===== src/rtl/pipe_stage_chain.sv =====
// Elastic pipeline register chain: valid/ready flow control, bubble compaction,
// synchronous flush and a registered occupancy count. Empty output reads as NOP (all zero).
module pipe_stage_chain #(
  parameter int WIDTH  = 32,
  parameter int STAGES = 2,
  parameter int CNT_W  = $clog2(STAGES + 1)
) (
  input  logic             clk,
  input  logic             rst,
  input  logic             flush,
  input  logic             in_valid,
  output logic             in_ready,
  input  logic [WIDTH-1:0] in_data,
  output logic             out_valid,
  input  logic             out_ready,
  output logic [WIDTH-1:0] out_data,
  output logic [CNT_W-1:0] occupancy
);

  logic [STAGES-1:0] v_q, v_d;
  logic [WIDTH-1:0]  d_q [STAGES];
  logic [WIDTH-1:0]  d_d [STAGES];
  logic [STAGES:0]   adv;
  logic [CNT_W-1:0]  occ_q, occ_d;
  logic              in_xfer, out_xfer;

  // adv[k] = ~v[k] | adv[k+1] unrolled: a stage advances when out_ready is high
  // or any stage at or beyond it is empty. Avoids a self-referencing vector.
  always_comb begin
    logic tail_full;
    tail_full   = 1'b1;
    adv         = '0;
    adv[STAGES] = out_ready;
    for (int k = STAGES - 1; k >= 0; k--) begin
      tail_full = tail_full & v_q[k];
      adv[k]    = out_ready | ~tail_full;
    end
  end

  assign in_ready  = adv[0] & ~flush;
  assign in_xfer   = in_valid & in_ready;
  assign out_valid = v_q[STAGES-1];
  assign out_xfer  = out_valid & out_ready;
  assign out_data  = v_q[STAGES-1] ? d_q[STAGES-1] : {WIDTH{1'b0}};
  assign occupancy = occ_q;

  always_comb begin
    v_d = v_q;
    for (int k = 0; k < STAGES; k++) d_d[k] = d_q[k];
    if (adv[0]) begin
      v_d[0] = in_valid;
      d_d[0] = in_data;
    end
    for (int k = 1; k < STAGES; k++) begin
      if (adv[k]) begin
        v_d[k] = v_q[k-1];
        d_d[k] = d_q[k-1];
      end
    end
    // Data words may load during a flush; they stay hidden behind the cleared valids.
    if (flush) v_d = '0;
  end

  always_comb begin
    occ_d = occ_q;
    if (flush)                    occ_d = '0;
    else if (in_xfer && !out_xfer) occ_d = occ_q + CNT_W'(1);
    else if (!in_xfer && out_xfer) occ_d = occ_q - CNT_W'(1);
  end

  always_ff @(posedge clk or negedge rst) begin
    if (!rst) begin
      v_q   <= '0;
      occ_q <= '0;
      for (int k = 0; k < STAGES; k++) d_q[k] <= '0;
    end else begin
      v_q   <= v_d;
      occ_q <= occ_d;
      for (int k = 0; k < STAGES; k++) d_q[k] <= d_d[k];
    end
  end

endmodule


===== config.mk =====
export PLATFORM = sky130hd
export DESIGN_NAME = pipe_stage_chain
export DESIGN_NICKNAME = d
export VERILOG_FILES = /design/src/rtl/pipe_stage_chain.sv
export SDC_FILE = /design/constraint.sdc
export NUM_CORES = 1
export LEC_CHECK = 0
export CORE_MARGIN = 2
export CORE_UTILIZATION = 48
export CTS_CLUSTER_DIAMETER = 60
export DETAILED_ROUTE_END_ITERATION = 10
export PLACE_DENSITY = 0.87
export SYNTH_ARGS = -nofsm -noshare
export SYNTH_HDL_FRONTEND = slang
export SYNTH_SLANG_ARGS = --single-unit

===== constraint.sdc =====
create_clock -name clk -period 2.4 [get_ports clk]
set_clock_uncertainty 0.2 [all_clocks]
set_input_delay 0.36 -clock clk [delete_from_list [all_inputs] [get_ports clk]]
set_output_delay 0.36 -clock clk [all_outputs]
set_load 0.03 [all_outputs]

## Word level (Yosys, flattened, before mapping)

Cells that the tools add are included.

- Flip-flop bits (word level): 68
- Latch bits: 0
- RAM bits: 0
- Bits in read-only memories: 0
- Bits of input ports: 37
- Output and inout bits: 36
- Logic and storage cells: 30
- Memories kept: 0

- Add/sub/neg operators: 2
- Multipliers: 0
- Div/mod/pow operators: 0
- Order comparisons: 0
- Equality and inequality tests: 0
- Shift operators: 0
- Muxes and demuxes: 7
- Bitwise logic cells: 9
- Reductions and logical operators: 7

Operators by type and width:

| kind | number |
|---|---|
| two-way mux 32 bit | 1 |
| two-way mux 2 bit | 4 |
| AND 1 bit | 4 |
| nonzero test 2 bit | 2 |
| inverter 1 bit | 3 |
| nonzero test 3 bit | 1 |
| adder 2 x 1 -> 2 bit (second input constant) | 1 |
| logical AND 1 bit | 2 |
| zero test 1 bit | 2 |
| two-way mux 1 bit | 2 |
| bitwise OR 1 bit | 2 |
| subtractor 2 x 1 -> 2 bit (second input constant) | 1 |

## Longest topological paths before layout

Gate-level depths: netlist (run 1).

- Depth in word-level cells: 10
- Depth in mapped cells: 6
- Mapped depth without buffers: 4

## Worst setup path after synthesis (run 1)

OpenSTA, ideal clock, no wires.

- Kind: flip-flop to output port
- From: register v_q[1]
- To: output in_ready
- Arrival: 1.455 ns
- Data required time: 1.840 ns
- Slack: 0.385 ns
- Stages on the path, launching flop included: 5
- Buffers on the path: 2
- Cells stage by stage: dfrtp_1 buf_4 nor2b_1 buf_4 a21oi_1

- Longest elaborated chain between the ends: 4

RTL lines:

| what | line | text |
|---|---|---|
| start, declared | 20 | `logic [STAGES-1:0] v_q, v_d;` |
| start signal, assigned | 77 | `v_q <= v_d;` |
| AND 1 bit | 35 | `tail_full = tail_full & v_q[k];` |
| inverter 1 bit | 36 | `adv[k] = out_ready \| ~tail_full;` |
| bitwise OR 1 bit | 36 |  |
| AND 1 bit | 40 | `assign in_ready = adv[0] & ~flush;` |
| end, declared | 12 | `output logic in_ready,` |

No other way between the ends.

## Final worst setup path (run 1)

- From: input out_ready
- To: output in_ready

- Longest elaborated chain between the ends: 2

RTL lines:

| what | line | text |
|---|---|---|
| start, declared | 15 | `input logic out_ready,` |
| bitwise OR 1 bit | 36 |  |
| AND 1 bit | 40 |  |

No other way between the ends.

==> results of run 1 <==
[worst min-delay path, stage by stage, from the launching register on]
cell and delay (ns):
dfrtp_1 0.34, nand2_1 0.05, nand2_1 0.04
[logic make-up (layout without fill, tap and decap cells)]
kind of cell | after synthesis | after routing
compound gates | 7 | 7
buf+inv | 15 | 97
flops | 68 | 68
mux | 32 | 32
simple gates | 140 | 140
[worst paths after layout]
check,end,slack (ns),depth (start not counted)
max,in_ready,0.04,4
min,d_q[27]$_DFFE_PN0P_,0.26,2
max reg2reg,occupancy[1]$_DFFE_PN0P_,0.42,5
min reg2reg,d_q[27]$_DFFE_PN0P_,0.26,2
max in group asynchronous,d_q[7]$_DFFE_PN0P_,1.29,3
min in group asynchronous,d_q[62]$_DFFE_PN0N_,0.40,3
[what timing repair did]
item                                   CTS  global route
endpoints found under the hold margin   68             0
hold buffers                             1             0
gates resized for setup                  0             0
[report_power, final]
| group | internal, W | switching (W) |
|---|---|---|
| Clock | 0.000609 | 0.000419 |
| Combinational | 0.000162 | 0.000169 |
| Sequential | 0.00123 | 0.0000441 |
[layout make-up]
class | instances | share of cell area, %
Clock buffer | 11 | 3.73
Clock inverter | 5 | 1.98
Inverter | 1 | 0.0991
Multi-Input combinational cell | 179 | 28.0
Sequential cell | 68 | 44.9
Tap cell | 75 | 2.48
Timing Repair Buffer | 80 | 18.8
[sequential cells by signal, indices dropped and copies added, names as in the netlist]
name / flops
occupancy: 2
v_q: 2
d_q: 64
[per-stage QoR]
stage	hold WS (ns)	power [W]	cells	util [%]
2_1_floorplan	-0.136	0.00146	262	-
3_3_place_gp	0.223	0.00161	402	61.2
3_5_place_dp	0.220	0.00163	402	61.2
4_1_cts	0.263	0.00265	419	65.1
5_1_grt	0.279	0.00274	419	65.1
6_report	0.258	0.00263	419	65.1
[Yosys cell counts]
master    count  area (um2)
a211o_1       1        8.76
nor2b_1       3        18.8
nor3b_1       1        7.51
buf_1         2        7.51
nor4b_2       1        15.0
a21o_1        1        7.51
nand2b_1      2        12.5
mux2_2       32         360
nor2_1        2        7.51
buf_6         3        33.8
inv_1         1        3.75
dfrtp_1      68        1700
buf_4         2        15.0
nor3_1        1        5.00
a221oi_2      1        15.0
o21ai_0       1        5.00
a21oi_1       2        10.0
clkbuf_1      7        26.3
nand2_1      96         360
a32oi_1       1        8.76
or3b_1        1        8.76
nand2_2       1        6.26
and2_1       32         200
[metal layers]
layer	up-vias	share of wire, %
li1	986	-
met4	0	1.5
met2	47	52
met5	-	0
met3	8	4.1
met1	962	42
==> flow_summary.ini, run 1 <==
[floorplanning]
die_x_um = 81.0
dieArea_um2 = 6560
die_h_um = 81.0
start_util_pct = 48.9
core_area_um2 = 5820
row_count = 28
top_level_ports = 73

[final_layout]
layout_common_cells = nand2_1, dfrtp_1, clkdlybuf4s50_1
drive_above_1_share_pct = 26.5
nFillCells = 473
final_common_cell = nand2_1
fin_area_um2 = 3790
regArea_um2 = 1700
synthToLayoutAreaGrowth_pct = 33.1
diodes = 0
multi_input_area_um2 = 1060
fin_nets = 376

[power_and_ir_drop]
ir_worst_vdd_mv = 0.412
p_leak_nw = 1.84
power_density_nw_per_um2 = 694

[drt]
ant_nets = 0
routed_via_density = 4.78
vias = 2003
drc_errors = 0
drt-pass1-iter-count = 4
drt_iter0_drc = 88
drt_wl_total_mm = 5.49
routedWlPerCell_um = 13.1

[worst_setup_path]
cp.required_ns = 1.84
worst_ep_arrival_time_ns = 1.80
cp_top_family = buffers and inverters
slowest_delay_ns = 0.68
crit_fanout = 5
cp_num_buf_inv = 2
worstSetupPathType = in -> out
r2r-start = v_q[1]$_DFFE_PN0P_
crit_path_cell_trace = clkdlybuf4s50_1 -> nor2b_2 -> a21oi_1 -> clkdlybuf4s50_1
slowest_stage = clkdlybuf4s50_1
startpoint = out_ready
end_kind = primary output
worst_setup_path_start_kind = input pin
cpMostUsedCell = clkdlybuf4s50_1

[sta]
final_max_slew_viol_count = 0
setup_violations = 0
fin_ws_ns = 0.0419
tightest_slew_ns = 0.427
hold_viol_final = 0
fin_crit_ns = 2.36
max_freq_ghz = 0.424
rsz0062_at_grt = no
setup_tns_ns = 0
fin_crit_sh_pct = 98.3
relSlewSlack_pct = 71.5

[grt]
met2_usage_pct = 32.6
groute.usage.overall_pct = 18.5
grt_pass1_wl_mm = 8.94
grt-busiest-layer = met2
grt_max_degree = 38
met1_usage_pct = 21.4
met3_usage_pct = 3.11
grt_overflow_total = 0
antenna_found_initial = 0
first_global_vias = 2001

[yosys]
synth_xor_area_share_pct = 0
synthMuxAreaShare_pct = 12.7
yosysWarnings = 0
synth-seq-cells = 68
synth_top_family_by_area = simple AND/OR/NAND/NOR gates
syn_inst = 262
synth_area_um2 = 2850
synth_fa_ha_area_share_pct = 0
avgSynthCellArea_um2 = 10.9
seq_area_frac_synth_pct = 59.8
synth_nets = 299
ys_types = 23
synth_simple_gate_area_share_pct = 22.6
synth_compound_area_share_pct = 1.93

[cts]
cts_made_buffers = 9
post-cts-setup-buffers = 0
clk_path_buf_depth = 2
cts_max_level = 3
clk_latency_ns = 0.34
root_buffer = clkbuf_8
clkSlewWorstSetupHoldPaths_ns = 0.07
clkSinkCount = 68
cts_tree = done

[placed_design]
hpwl_mm = 3.65
gp_congestion = 0.732
dp_slack_ns = 0.0518
io_buffers = 72
post_dp_cell_area_um2 = 3560

[hold_path]
hold_path_startpoint = d_q[27]$_DFFE_PN0P_
hp-class = reg -> reg

[flow_run]
cap_violations = 0

[outcome]
status = complete, no violations
Power figures use the tool's default switching activity.
==> run 2, diff against run 1 <==
SLEW_MARGIN = 20   (was default)
==> results of run 2 <==
Final layout, timing and power as in run 1 (identical DEF).
==> run 3, diff against run 2 <==
RECOVER_POWER = 25   (was default)
==> run 3 against run 2 <==
Compared with the run above: sequential power about the same; die area unchanged; clock power about the same; critical path depth unchanged; final cell count unchanged; cell area down 0.13%; first-iteration DRC count unchanged; total power about the same; wire length down 0.13%; critical path type unchanged; highest routed layer unchanged.
==> flow_summary.ini, run 3 (synthesized netlist as in run 1, its figures left out) <==
[outcome]
status = complete, no violations

[grt]
grt_max_degree = 38
first_global_vias = 2001
groute.usage.overall_pct = 18.5
grt_overflow_total = 0
antenna_found_initial = 0
grt_pass1_wl_mm = 8.94

[cts]
clk_latency_ns = 0.34
clk_path_buf_depth = 2
cts_made_buffers = 9
clkSlewWorstSetupHoldPaths_ns = 0.07
cts_max_level = 3
root_buffer = clkbuf_8
cts_tree = done
clkSinkCount = 68

[sta]
hold_viol_final = 0
max_freq_ghz = 0.424
setup_tns_ns = 0
fin_crit_ns = 2.36
tightest_slew_ns = 0.834
relSlewSlack_pct = 44.4
setup_violations = 0
final_max_slew_viol_count = 0
rsz0062_at_grt = no
hold_slack_ns = 0.258
fin_crit_sh_pct = 98.3

[floorplanning]
start_util_pct = 48.9
core_area_um2 = 5820
die_h_um = 81.0
die_x_um = 81.0
dieArea_um2 = 6560
top_level_ports = 73
row_count = 28

[flow_run]
cap_violations = 0

[hold_path]
hold_end = d_q[27]$_DFFE_PN0P_
hold_path_startpoint = d_q[27]$_DFFE_PN0P_
hp-class = reg -> reg
hold_depth = 2

[power_and_ir_drop]
p_leak_nw = 1.84
swShare_pct = 24.1
power_density_nw_per_um2 = 695
pwr-share-clk_pct = 39.1
p_int_w = 0.00200
seqPwrFrac_pct = 48.3
netSwitchingPower_w = 0.000632
power_frac_comb_pct = 12.6
ir_worst_vdd_mv = 0.412

[worst_setup_path]
crit_path_cell_trace = clkdlybuf4s50_1 -> nor2b_2 -> a21oi_1 -> clkdlybuf4s50_1
crit_fanout = 5
worstSetupPathType = in -> out
slowest_stage = clkdlybuf4s50_1
regToRegSetupSlack_ns = 0.42
cpMostUsedCell = clkdlybuf4s50_1
r2r-start = v_q[1]$_DFFE_PN0P_
slowest_delay_ns = 0.68
cp.required_ns = 1.84
ff2ff_path_depth = 5
worst_ep_arrival_time_ns = 1.80
worst_setup_path_start_kind = input pin
end_kind = primary output
r2r_end = occupancy[1]$_DFFE_PN0P_

[drt]
drt-pass1-iter-count = 4
drc_errors = 0
ant_nets = 0
routed_via_density = 4.78
routedWlPerCell_um = 13.1
drt_wl_total_mm = 5.48
vias = 2003
drt_iter0_drc = 88

[final_layout]
drive_above_1_share_pct = 26.5
regArea_um2 = 1700
synthToLayoutAreaGrowth_pct = 32.9
final_common_cell = nand2_1
layout_common_cells = nand2_1, dfrtp_1, clkdlybuf4s50_1
fin_nets = 376
regMostFlops = d_q
diodes = 0
largest_reg_flops = 64
nFillCells = 475
fin_util_pct = 65.0
multi_input_area_um2 = 1060
fin_area_um2 = 3780

[placed_design]
io_buffers = 72
gp_congestion = 0.732
post_dp_cell_area_um2 = 3560
hpwl_mm = 3.65
[run 3: cell count changes in the layout (fill, tap and decap cells not counted), sizes merged]
cell	before	now
clkbuf	11	13
buf	40	38
[run 3: final cells by class]
type                       count  area share (%)
multi-input combinational    179            28.0
timing repair buffer          80            18.7
clock buffer                  11            3.74
sequential                    68            45.0
inverter                       1          0.0993
tap                           75            2.48
clock inverter                 5            1.99
[run 3: worst max path at each step]
stage	end	start
after floorplan	in_ready	v_q[1]$_DFFE_PN0P_
after global placement	in_ready	out_ready
after detailed placement	in_ready	out_ready
after CTS	in_ready	out_ready
after global routing	in_ready	out_ready
final	in_ready	out_ready
[run 3: stage by stage]
stage | setup WS (ns) | total power, W | instances
2_1_floorplan | 0.385 | 0.00146 | 262
3_3_place_gp | 0.0936 | 0.00161 | 402
3_5_place_dp | 0.0518 | 0.00163 | 402
4_1_cts | 0.0518 | 0.00265 | 419
5_1_grt | 0.00842 | 0.00274 | 419
6_report | 0.0419 | 0.00263 | 419
[run 3: worst max-delay path, delay by kind of cell]
| family | cells | cell delay [ns] |
|---|---|---|
| AO/OA/AOI/OAI | 1 | 0.14 |
| AND/OR/NAND/NOR | 1 | 0.07 |
| buffers and inverters | 2 | 1.22 |
[run 3: power by group through the flow]
stage	Sequential, W	Clock [W]	Combinational, W
detailed placement	0.00129	0	0.000334
global route	0.00128	0.00110	0.000360
floorplan	0.00129	0	0.000165
CTS	0.00127	0.00104	0.000337
finish	0.00127	0.00103	0.000330
global placement	0.00129	0	0.000324
[run 3: repair_timing]
| item | in CTS | in global routing |
|---|---|---|
| setup buffers | 0 | 0 |
| gates resized for setup | 0 | 0 |
| hold buffers | 1 | 0 |
| endpoints found under the hold margin | 68 | 0 |
[run 3: per-layer routing]
layer | track usage (%) | wire (um) | vias up
met5 | 0 | 0 | -
li1 | - | - | 986
met3 | 3.11 | 226 | 8
met2 | 32.6 | 2860 | 47
met4 | 9.83 | 84 | 0
met1 | 21.4 | 2310 | 962
